`src/rtl/lii_in_unpack_mux.sv`:
```
// LII phy-input unpacker: steers phy beats by src id into per-stream FIFOs,
// with a round-robin arbiter per stream, bad-id drop counting and kernel ce.

module lii_in_unpack_lane #(
    parameter int P     = 2,
    parameter int DW    = 8,
    parameter int DEPTH = 4
) (
    input  logic                  clk,
    input  logic                  rstn,
    input  logic [P-1:0]          req,
    input  logic [P-1:0][DW-1:0]  wdata,
    output logic [P-1:0]          gnt,
    output logic [DW-1:0]         rdata,
    output logic                  rvalid,
    input  logic                  rready,
    output logic                  full
);
    localparam int AW  = $clog2(DEPTH);
    localparam int PIW = (P > 1) ? $clog2(P) : 1;

    logic [PIW-1:0] rr;
    logic [PIW-1:0] win;
    logic [PIW-1:0] idx;
    logic [PIW:0]   sum_idx;
    logic           push;
    logic           pop;
    logic [DW-1:0]  wd;
    logic [AW:0]    count;
    logic [AW-1:0]  wptr;
    logic [AW-1:0]  rptr;
    logic [DW-1:0]  mem [DEPTH];

    assign full   = (count == (AW+1)'(DEPTH));
    assign rvalid = (count != '0);
    assign rdata  = mem[rptr];
    assign pop    = rvalid & rready;

    // Search starts at rr and wraps; a full FIFO grants nobody, even if popping.
    always_comb begin
        gnt     = '0;
        push    = 1'b0;
        win     = '0;
        idx     = '0;
        sum_idx = '0;
        for (int k = 0; k < P; k++) begin
            sum_idx = {1'b0, rr} + (PIW+1)'(k);
            if (sum_idx >= (PIW+1)'(P))
                sum_idx = sum_idx - (PIW+1)'(P);
            idx = sum_idx[PIW-1:0];
            if (!push && !full && req[idx]) begin
                push     = 1'b1;
                gnt[idx] = 1'b1;
                win      = idx;
            end
        end
    end

    always_comb begin
        wd = '0;
        for (int p = 0; p < P; p++)
            if (gnt[p])
                wd = wd | wdata[p];
    end

    always_ff @(posedge clk) begin
        if (push)
            mem[wptr] <= wd;
    end

    always_ff @(posedge clk) begin
        if (!rstn) begin
            count <= '0;
            wptr  <= '0;
            rptr  <= '0;
            rr    <= '0;
        end else begin
            if (push) begin
                wptr <= wptr + 1'b1;
                rr   <= (win == PIW'(P-1)) ? '0 : win + 1'b1;
            end
            if (pop)
                rptr <= rptr + 1'b1;
            case ({push, pop})
                2'b10:   count <= count + 1'b1;
                2'b01:   count <= count - 1'b1;
                default: count <= count;
            endcase
        end
    end
endmodule

module lii_in_unpack_mux #(
    parameter int NIN     = 2,
    parameter int P       = 2,
    parameter int PW      = 64,
    parameter int DW      = 8,
    parameter int DEPTH   = 4,
    parameter int ID_BASE = 0
) (
    input  logic              aclk,
    input  logic              arstn,
    input  logic [P*PW-1:0]   lii_in_tdata,
    input  logic [P-1:0]      lii_in_tvalid,
    output logic [P-1:0]      lii_in_tready,
    input  logic [P*8-1:0]    lii_in_src,
    input  logic [P*8-1:0]    lii_in_dst,
    output logic [NIN*DW-1:0] out_tdata,
    output logic [NIN-1:0]    out_tvalid,
    input  logic [NIN-1:0]    out_tready,
    output logic              ce,
    output logic [15:0]       drop_cnt
);
    logic [P-1:0][7:0]      id;
    logic [P-1:0]           good;
    logic [P-1:0]           bad;
    logic [P-1:0]           granted;
    logic [P-1:0][DW-1:0]   wdata;
    logic [NIN-1:0][P-1:0]  req;
    logic [NIN-1:0][P-1:0]  gnt;
    logic [NIN-1:0]         full;
    logic [16:0]            drop_sum;
    logic                   unused_bits;

    // dst is reserved and the upper PW-DW data bits are dropped by design.
    assign unused_bits = ^{lii_in_dst, lii_in_tdata};

    for (genvar p = 0; p < P; p++) begin : g_ch
        assign id[p]    = lii_in_src[p*8 +: 8] - 8'(ID_BASE);
        assign good[p]  = (id[p] < 8'(NIN));
        assign bad[p]   = lii_in_tvalid[p] & ~good[p];
        assign wdata[p] = lii_in_tdata[p*PW +: DW];
    end

    for (genvar n = 0; n < NIN; n++) begin : g_stream
        for (genvar p = 0; p < P; p++) begin : g_req
            assign req[n][p] = lii_in_tvalid[p] & good[p] & (id[p] == 8'(n));
        end

        lii_in_unpack_lane #(.P(P), .DW(DW), .DEPTH(DEPTH)) u_lane (
            .clk    (aclk),
            .rstn   (arstn),
            .req    (req[n]),
            .wdata  (wdata),
            .gnt    (gnt[n]),
            .rdata  (out_tdata[n*DW +: DW]),
            .rvalid (out_tvalid[n]),
            .rready (out_tready[n]),
            .full   (full[n])
        );
    end

    always_comb begin
        granted = '0;
        for (int n = 0; n < NIN; n++)
            granted = granted | gnt[n];
    end

    assign lii_in_tready = arstn ? (bad | granted) : '0;
    assign ce            = ~|full;

    always_comb begin
        drop_sum = {1'b0, drop_cnt};
        for (int p = 0; p < P; p++)
            if (bad[p] && lii_in_tready[p])
                drop_sum = drop_sum + 17'd1;
    end

    always_ff @(posedge aclk) begin
        if (!arstn)
            drop_cnt <= '0;
        else
            drop_cnt <= drop_sum[16] ? 16'hFFFF : drop_sum[15:0];
    end
endmodule
```
`config.mk`:
```
export PLATFORM = sky130hd
export DESIGN_NAME = lii_in_unpack_mux
export DESIGN_NICKNAME = d
export VERILOG_FILES = /design/src/rtl/lii_in_unpack_mux.sv
export SDC_FILE = /design/constraint.sdc
export NUM_CORES = 1
export LEC_CHECK = 0
export ABC_AREA = 1
export ABC_CLOCK_PERIOD_IN_PS = 2100
export CORE_MARGIN = 2
export CORE_UTILIZATION = 23
export DETAILED_ROUTE_END_ITERATION = 6
export GPL_TIMING_DRIVEN = 0
export PLACE_DENSITY = 0.46
export SLEW_MARGIN = 20
export SYNTH_ARGS = -nofsm -noshare
export SYNTH_HDL_FRONTEND = slang
export SYNTH_SLANG_ARGS = --single-unit
```
`constraint.sdc`:
```
create_clock -name aclk -period 2.1 [get_ports aclk]
set_clock_uncertainty 0.1 [all_clocks]
set_input_delay 0.42 -clock aclk [delete_from_list [all_inputs] [get_ports aclk]]
set_output_delay 0.42 -clock aclk [all_outputs]
set_load 0.01 [all_outputs]
```
== Word-level counts from Yosys, hierarchy flattened ==
Memories as Yosys holds them, arrays and structs flattened. A register that Yosys moved wholly into a read port is not among the register bits.
Index checks and enable logic that the tools add are counted.

* Flip-flop bits (word level): 32
* Latch bits: 0
* Bits in writable memories: 64
* ROM bits: 0
* Bits of input ports: 166
* Output and inout port bits: 37
* Word-level logic and storage cells: 145
* Memories: 2

* Add/subtract/negate cells: 18
* $mul: 0
* Divide/modulo/power cells: 0
* Magnitude comparators: 14
* Equality and inequality tests: 8
* Shift-type cells: 0
* Mux-type cells: 52
* Bitwise gates (word level): 18
* Reductions and logical operators: 24

{| class="wikitable"
|+ Memory list
! name !! words !! bits a word !! read ports !! clocked after Yosys merged registers in !! write ports !! line !! text
|-
| g_stream[0].u_lane.mem || 4 || 8 || 1 || 1 || 1 || 32 || <nowiki>logic [DW-1:0] mem [DEPTH];</nowiki>
|-
| g_stream[1].u_lane.mem || 4 || 8 || 1 || 1 || 1 || 32 ||
|}

{| class="wikitable"
|+ Operators with widths
! cell !! count
|-
| 17-bit 2-to-1 mux || 2
|-
| 8-bit 2-to-1 mux || 4
|-
| 1-bit 2-to-1 mux || 30
|-
| 2-bit 2-to-1 mux || 9
|-
| 16-bit by 1-bit adder with 17-bit output, second input constant || 1
|-
| 17-bit by 1-bit adder with 17-bit output, second input constant || 1
|-
| 8-bit by 1-bit == test with 1-bit output, second input constant || 2
|-
| 8-bit logical NOT || 2
|-
| 8-bit by 2-bit < comparator with 1-bit output, second input constant || 2
|-
| 16-bit 2-to-1 mux || 1
|-
| 8-bit bitwise OR || 2
|-
| 1-bit logical AND || 12
|-
| 3-bit one-hot mux with 2 select lines || 2
|-
| 1-bit bitwise AND || 10
|-
| 2-bit by 1-bit adder with 2-bit output, second input constant || 4
|-
| 1-bit by 2-bit < comparator with 1-bit output, second input constant || 4
|-
| 2-bit bitwise OR || 4
|-
| 3-bit by 1-bit adder with 3-bit output, second input constant || 2
|-
| 3-bit == test, second input constant || 2
|-
| 3-bit nonzero test || 2
|-
| 3-bit by 1-bit subtractor with 3-bit output, second input constant || 2
|-
| 1-bit logical NOT || 5
|-
| 1-bit by 1-bit adder with 2-bit output, second input constant || 2
|-
| 1-bit demux with 1-bit select || 4
|-
| 10 further kinds || 23
|}

== Logic depth before layout (Yosys ltp) ==
* Depth in word-level cells: 19
* Mapped depth: 17
* Mapped depth without buffers: 17

== By module ==
A second synthesis with hierarchy kept.

* Cell total of the unflattened synthesis: 699
* Area total of the unflattened synthesis: 5599.1 sq um

{| class="wikitable"
|+ Modules (own cells, without submodules)
! module !! times used !! cells an instance !! area each (sq um) !! sequential area each (sq um)
|-
| lii_in_unpack_lane at g_stream[1].u_lane || 1 || 183 || 1876.8 || 1161.1
|-
| lii_in_unpack_mux || 1 || 334 || 1873.0 || 320.3
|-
| lii_in_unpack_lane at g_stream[0].u_lane || 1 || 182 || 1849.3 || 1161.1
|}

== Least setup slack after synthesis ==
OpenSTA, ideal clock, no wires.

* Kind: input port to flip-flop
* From: in lii_in_src[2]
* To: reg g_stream[1].u_lane.count[1]
* Library setup time: 0.067 ns
* Arrival time: 2.092 ns
* Required time: 1.933 ns
* Path slack: -0.158 ns
* Stages on the path: 14
* Buffers on the path: 0
* Cells stage by stage: nor2_1 nand2_1 nor2_2 nand3_1 nor2_1 inv_1 nand2_1 inv_1 ha_1 inv_1 fa_1 nor2_1 a21oi_1 nor2_1

* Word-level cells in the longest chain between the ends: 13
* Elaborated cells on any way between the ends: 18
* Classes of those cells: 1 x order compare; 3 x eq/ne; 7 x mux; 2 x bitwise; 5 x reduce/logical

{| class="wikitable"
|+ Ends and longest elaborated chain
! item !! line !! text
|-
| start: declaration || 106 || <nowiki>input logic [P*8-1:0] lii_in_src,</nowiki>
|-
| 8-bit by 2-bit < comparator with 1-bit output || 130 || <nowiki>assign good[p] = (id[p] < 8'(NIN));</nowiki>
|-
| 1-bit bitwise AND || 137 || <nowiki>assign req[n][p] = lii_in_tvalid[p] & good[p] & (id[p] == 8'(n));</nowiki>
|-
| 1-bit bitwise AND * || 137 ||
|-
| 1-bit 2-to-1 mux (not written as such) (2 in series) || 51 || <nowiki>if (!push && !full && req[idx]) begin</nowiki>
|-
| 1-bit logical AND || 51 ||
|-
| 1-bit 2-to-1 mux || 51 ||
|-
| 1-bit logical NOT || 51 ||
|-
| 1-bit logical AND (2 in series) || 51 ||
|-
| 1-bit 2-to-1 mux * || 51 ||
|-
| 2-bit by 1-bit == test with 1-bit output / 2-bit == test (equally long branches) || 84 || <nowiki>case ({push, pop})</nowiki>
|-
| 3-bit one-hot mux with 2 select lines / 2-bit nonzero test (equally long branches) || n/a ||
|-
| end signal: assignment || 85 || <nowiki>2'b10: count <= count + 1'b1;</nowiki>
|-
| end signal: assignment || 86 || <nowiki>2'b01: count <= count - 1'b1;</nowiki>
|-
| end signal: assignment || 87 || <nowiki>default: count <= count;</nowiki>
|-
| end: declaration || 29 || <nowiki>logic [AW:0] count;</nowiki>
|}

Mark *: on every way between the ends. The rest lies on a longest branch, timed or not. The select of a mux whose other input is x is not followed.
A chain may end at the register's enable or synchronous reset.

== Final worst setup path ==
* From: in lii_in_src[10]
* To: out lii_in_tready[1]

* Word-level cells in the longest chain between the ends: 14
* Elaborated cells on any way between the ends: 35
* Classes of those cells: 1 x order compare; 1 x eq/ne; 15 x mux; 9 x bitwise; 9 x reduce/logical

{| class="wikitable"
|+ Ends and longest elaborated chain
! item !! line !! text
|-
| 8-bit by 2-bit < comparator with 1-bit output || 130 ||
|-
| 1-bit bitwise AND (2 in series) || 137 ||
|-
| 1-bit 2-to-1 mux (not written as such) (2 in series) || 51 ||
|-
| 1-bit logical AND || 51 ||
|-
| 1-bit 2-to-1 mux || 51 ||
|-
| 1-bit logical NOT || 51 ||
|-
| 1-bit logical AND (2 in series) || 51 ||
|-
| 2-bit 2-to-1 mux || 51 ||
|-
| 2-bit bitwise OR || 156 || <nowiki>granted = granted | gnt[n];</nowiki>
|-
| 2-bit bitwise OR * || 159 || <nowiki>assign lii_in_tready = arstn ? (bad | granted) : '0;</nowiki>
|-
| 2-bit 2-to-1 mux * || 159 ||
|-
| end: declaration || 105 || <nowiki>output logic [P-1:0] lii_in_tready,</nowiki>
|}

Marks and branches as above.

==> impl_metrics.tcl <==
set metrics [dict create \
    status "complete, but fails checks" \
    routed_wl_um 15900 \
    synth_cell_types 37 \
    grtUsageMet1_pct 16.9 \
    min_period_ns 2.33 \
    wl_per_cell_um 14.3 \
    cp.required_ns 1.58 \
    vdd_drop_max_mv 0.341 \
    core_mm2 0.0228 \
    yosys_warnings 0 \
    worstSetupPathType "primary input to output port" \
    root_buffer "clkbuf_16" \
    syn-num-nets 822 \
    htree_num_levels 3 \
    antenna_found_initial 0 \
    cts_tree "yes" \
    critical_path.max_fanout 3 \
    final_core_utilization_pct 35.4 \
    die_y_um 157 \
    layout.filler_cells 2354 \
    post-route-cell-area_mm2 0.00805 \
    crit-reg2reg-launch "g_stream[0].u_lane.count[0]" \
    top_usage_layer "met2" \
    critPathLaunchType "primary input" \
    ys_seq_area_share_pct 49.2 \
    r2r-end "g_stream[0].u_lane.count[2]" \
    hpwl_um 10600 \
    worstHoldPathType "primary input to flop" \
    clock_sinks 100 \
    worst_hold_slack_ns 0.313 \
    hold_depth 3 \
    drc 0 \
    io_buffers 73 \
    grt.met3_usage_pct 2.96 \
    grt_overflow_total 0 \
    violations "setup timing" \
    die_w_um 157 \
    worstHoldEndpoint "g_stream[1].u_lane.count[0]" \
    place_area_mm2 0.00651 \
    gr-usage-met2_pct 20.5 \
    drv_cap 0 \
    r2r_cells 12 \
    clkTransAtPathRegs_ns 0.07 \
    period_share_pct 111 \
    via_count 4809 \
    rsz0062_at_grt "yes" \
    area_delta_synth_final_pct 50.0 \
    drtIter0Drc 246 \
    ys_seq_elements 100 \
    slew_viol_final 0 \
    gp_congestion 0.795 \
    initial_core_util_pct 23.6 \
    slew_headroom_pct 53.8 \
    gr-usage-all-layers_pct 12.6 \
    hp-start "arstn" \
    clk_latency_ns 0.35 \
    top_level_ports 203 \
    viasPerCell 4.32 \
    drive_above_1_share_pct 37.6 \
    nets 974 \
    die_area_mm2 0.0246 \
    worstMarginPinSlew_ns 0.692 \
    syn_area_mm2 0.00537 \
    placementRows 55 \
    diodes 0 \
    powerDensity_mw_per_mm2 573 \
    synthCells 643 \
    grt_max_degree 19 \
    drt_first_pass_iters 5 \
    fin_cells 1113 \
    hold_violations 0 \
    cts_buffers 9 \
    tns_ns -0.464 \
    critPathCaptureType "output port" \
    drt.antenna.violating_nets 0 \
    clk_path_buf_depth 2 \
    dp_cells 1029 \
    avgSynthCellArea_um2 8.35 \
    register_area_mm2 0.00272 \
    fmax_ghz 0.430 \
    grt_pass1_wl_um 23700 \
    grt_pass1_vias 4457 \
    setup_viol 10 \
    multi_input_comb_area_mm2 0.00283 \
    fin_ws_ns -0.225 \
    p_leak_nw 3.15 \
    r2r_slack_ns -0.04 \
    arrival_ns 1.81 \
]
how the worst max path moves through the flow:
stage | startpoint | endpoint
final | lii_in_src[10] | lii_in_tready[1]
after global routing | lii_in_src[10] | lii_in_tready[1]
after CTS | lii_in_src[14] | lii_in_tready[1]
after detailed placement | lii_in_src[10] | lii_in_tready[0]
after global placement | lii_in_src[10] | lii_in_tready[0]
after floorplan | lii_in_src[2] | g_stream[1].u_lane.count[1]
through the flow:
step,total power [W],worst slack [ns]
after floorplan,0.00253,-0.0752
after global placement,0.00282,-1.37
after detailed placement,0.00282,-1.38
after CTS,0.00455,-0.185
after global routing,0.00483,-0.267
final,0.00461,-0.225
critical path, stage by stage:
cell      delay, ns
buf_6          0.09
nor2_4         0.11
nand2_2        0.05
nor2_2         0.12
nand4_1        0.23
nor2_1         0.17
inv_1          0.09
a21oi_2        0.12
clkinv_2       0.07
nand2_2        0.07
nand2_2        0.06
nand2_2        0.07
buf_6          0.11
cells in the final DEF, fill, tap and decap left out, types with 3 or more instances in the layout:
cell type,n
edfxtp_1,64
clkbuf_8,4
nand2_1,77
inv_4,6
nor3_1,3
nand2_2,39
a21oi_1,19
nor2_4,32
nand2_4,12
o21ai_0,44
clkdlybuf4s15_2,4
clkbuf_16,10
nand3_1,22
dfxtp_4,17
nand4_1,10
a21oi_2,7
buf_2,5
inv_1,83
nor3_4,4
a21oi_4,6
xor2_1,4
inv_2,16
o211ai_1,3
ha_1,9
buf_4,58
nor2_2,14
o22ai_1,30
nand3_4,4
buf_6,25
dlygate4sd2_1,11
o21ai_1,12
dfxtp_1,12
xnor2_1,3
clkdlybuf4s50_1,34
dfxtp_2,7
clkbuf_2,4
nor2_1,51
synthesized netlist by cell type, drive strengths merged:
cell / count / area share [%]
and3: 1 / 0.12
dfxtp: 36 / 13
o21ai: 58 / 5.4
buf: 7 / 1.1
fa: 2 / 0.75
o221a: 1 / 0.21
clkinv: 1 / 0.070
a21oi: 32 / 3.8
inv: 105 / 7.3
nor3: 8 / 1.0
edfxtp: 64 / 36
a21boi: 1 / 0.14
a31oi: 1 / 0.12
clkbuf: 6 / 0.42
nand4: 10 / 1.2
ha: 11 / 2.6
nor4: 1 / 0.12
nand2: 129 / 9.9
nor2: 97 / 8.0
xor2: 5 / 0.82
nand3: 28 / 2.9
o211ai: 3 / 0.42
o22ai: 32 / 3.7
xnor2: 3 / 0.49
or2: 1 / 0.12
registers in the layout (all words and copies together) (netlist names), named ones only:
signal and count:
g_stream.u_lane.wptr 4, g_stream.u_lane.rptr 4, g_stream.u_lane.count 6, g_stream.u_lane.mem 64, drop_cnt 16
cell families after synthesis:
family | Yosys count | synth area share [%]
DFF | 100 | 49.2
and+or+nand+nor | 275 | 23.4
adders and majority gates | 13 | 3.31
AOI/OAI and AO/OA | 128 | 13.8
xor gates and xnor gates | 8 | 1.31
buffers and inverters | 119 | 8.95
per-layer routing:
layer | vias up | wire length (µm) | share of wire (%)
li1 | 2436 | - | -
met1 | 2245 | 7530 | 47
met2 | 109 | 7380 | 46
met3 | 19 | 763 | 4.8
met4 | 0 | 230 | 1.4
met5 | - | 0 | 0
cell type report:
| class | instances | share of cell area, % |
|---|---|---|
| flip-flops and latches | 100 | 33.7 |
| plain buffers | 13 | 1.68 |
| clock buffers | 10 | 2.97 |
| repair buffers | 141 | 15.9 |
| inverters | 106 | 5.14 |
| well taps | 313 | 4.86 |
| clock inverters | 6 | 0.652 |
| multi-input cells | 424 | 35.1 |
report_power, final:
group / internal (W) / leakage [nW] / switching (W) / total [W]
Clock: 0.000856 / 0.138 / 0.000801 / 0.00166
Combinational: 0.000376 / 2.15 / 0.000414 / 0.000791
Sequential: 0.00210 / 0.865 / 0.0000673 / 0.00217
what timing repair did:
| item | 4_1_cts | 5_1_grt |
|---|---|---|
| cloned | 2 | 1 |
| pin swaps | 53 | 78 |
| hold buffers | 0 | 0 |
| setup endpoints to repair | 170 | 85 |
| setup buffers | 29 | 36 |
| resized for setup | 222 | 115 |
Note: power is estimated with default switching activity, not from simulation.
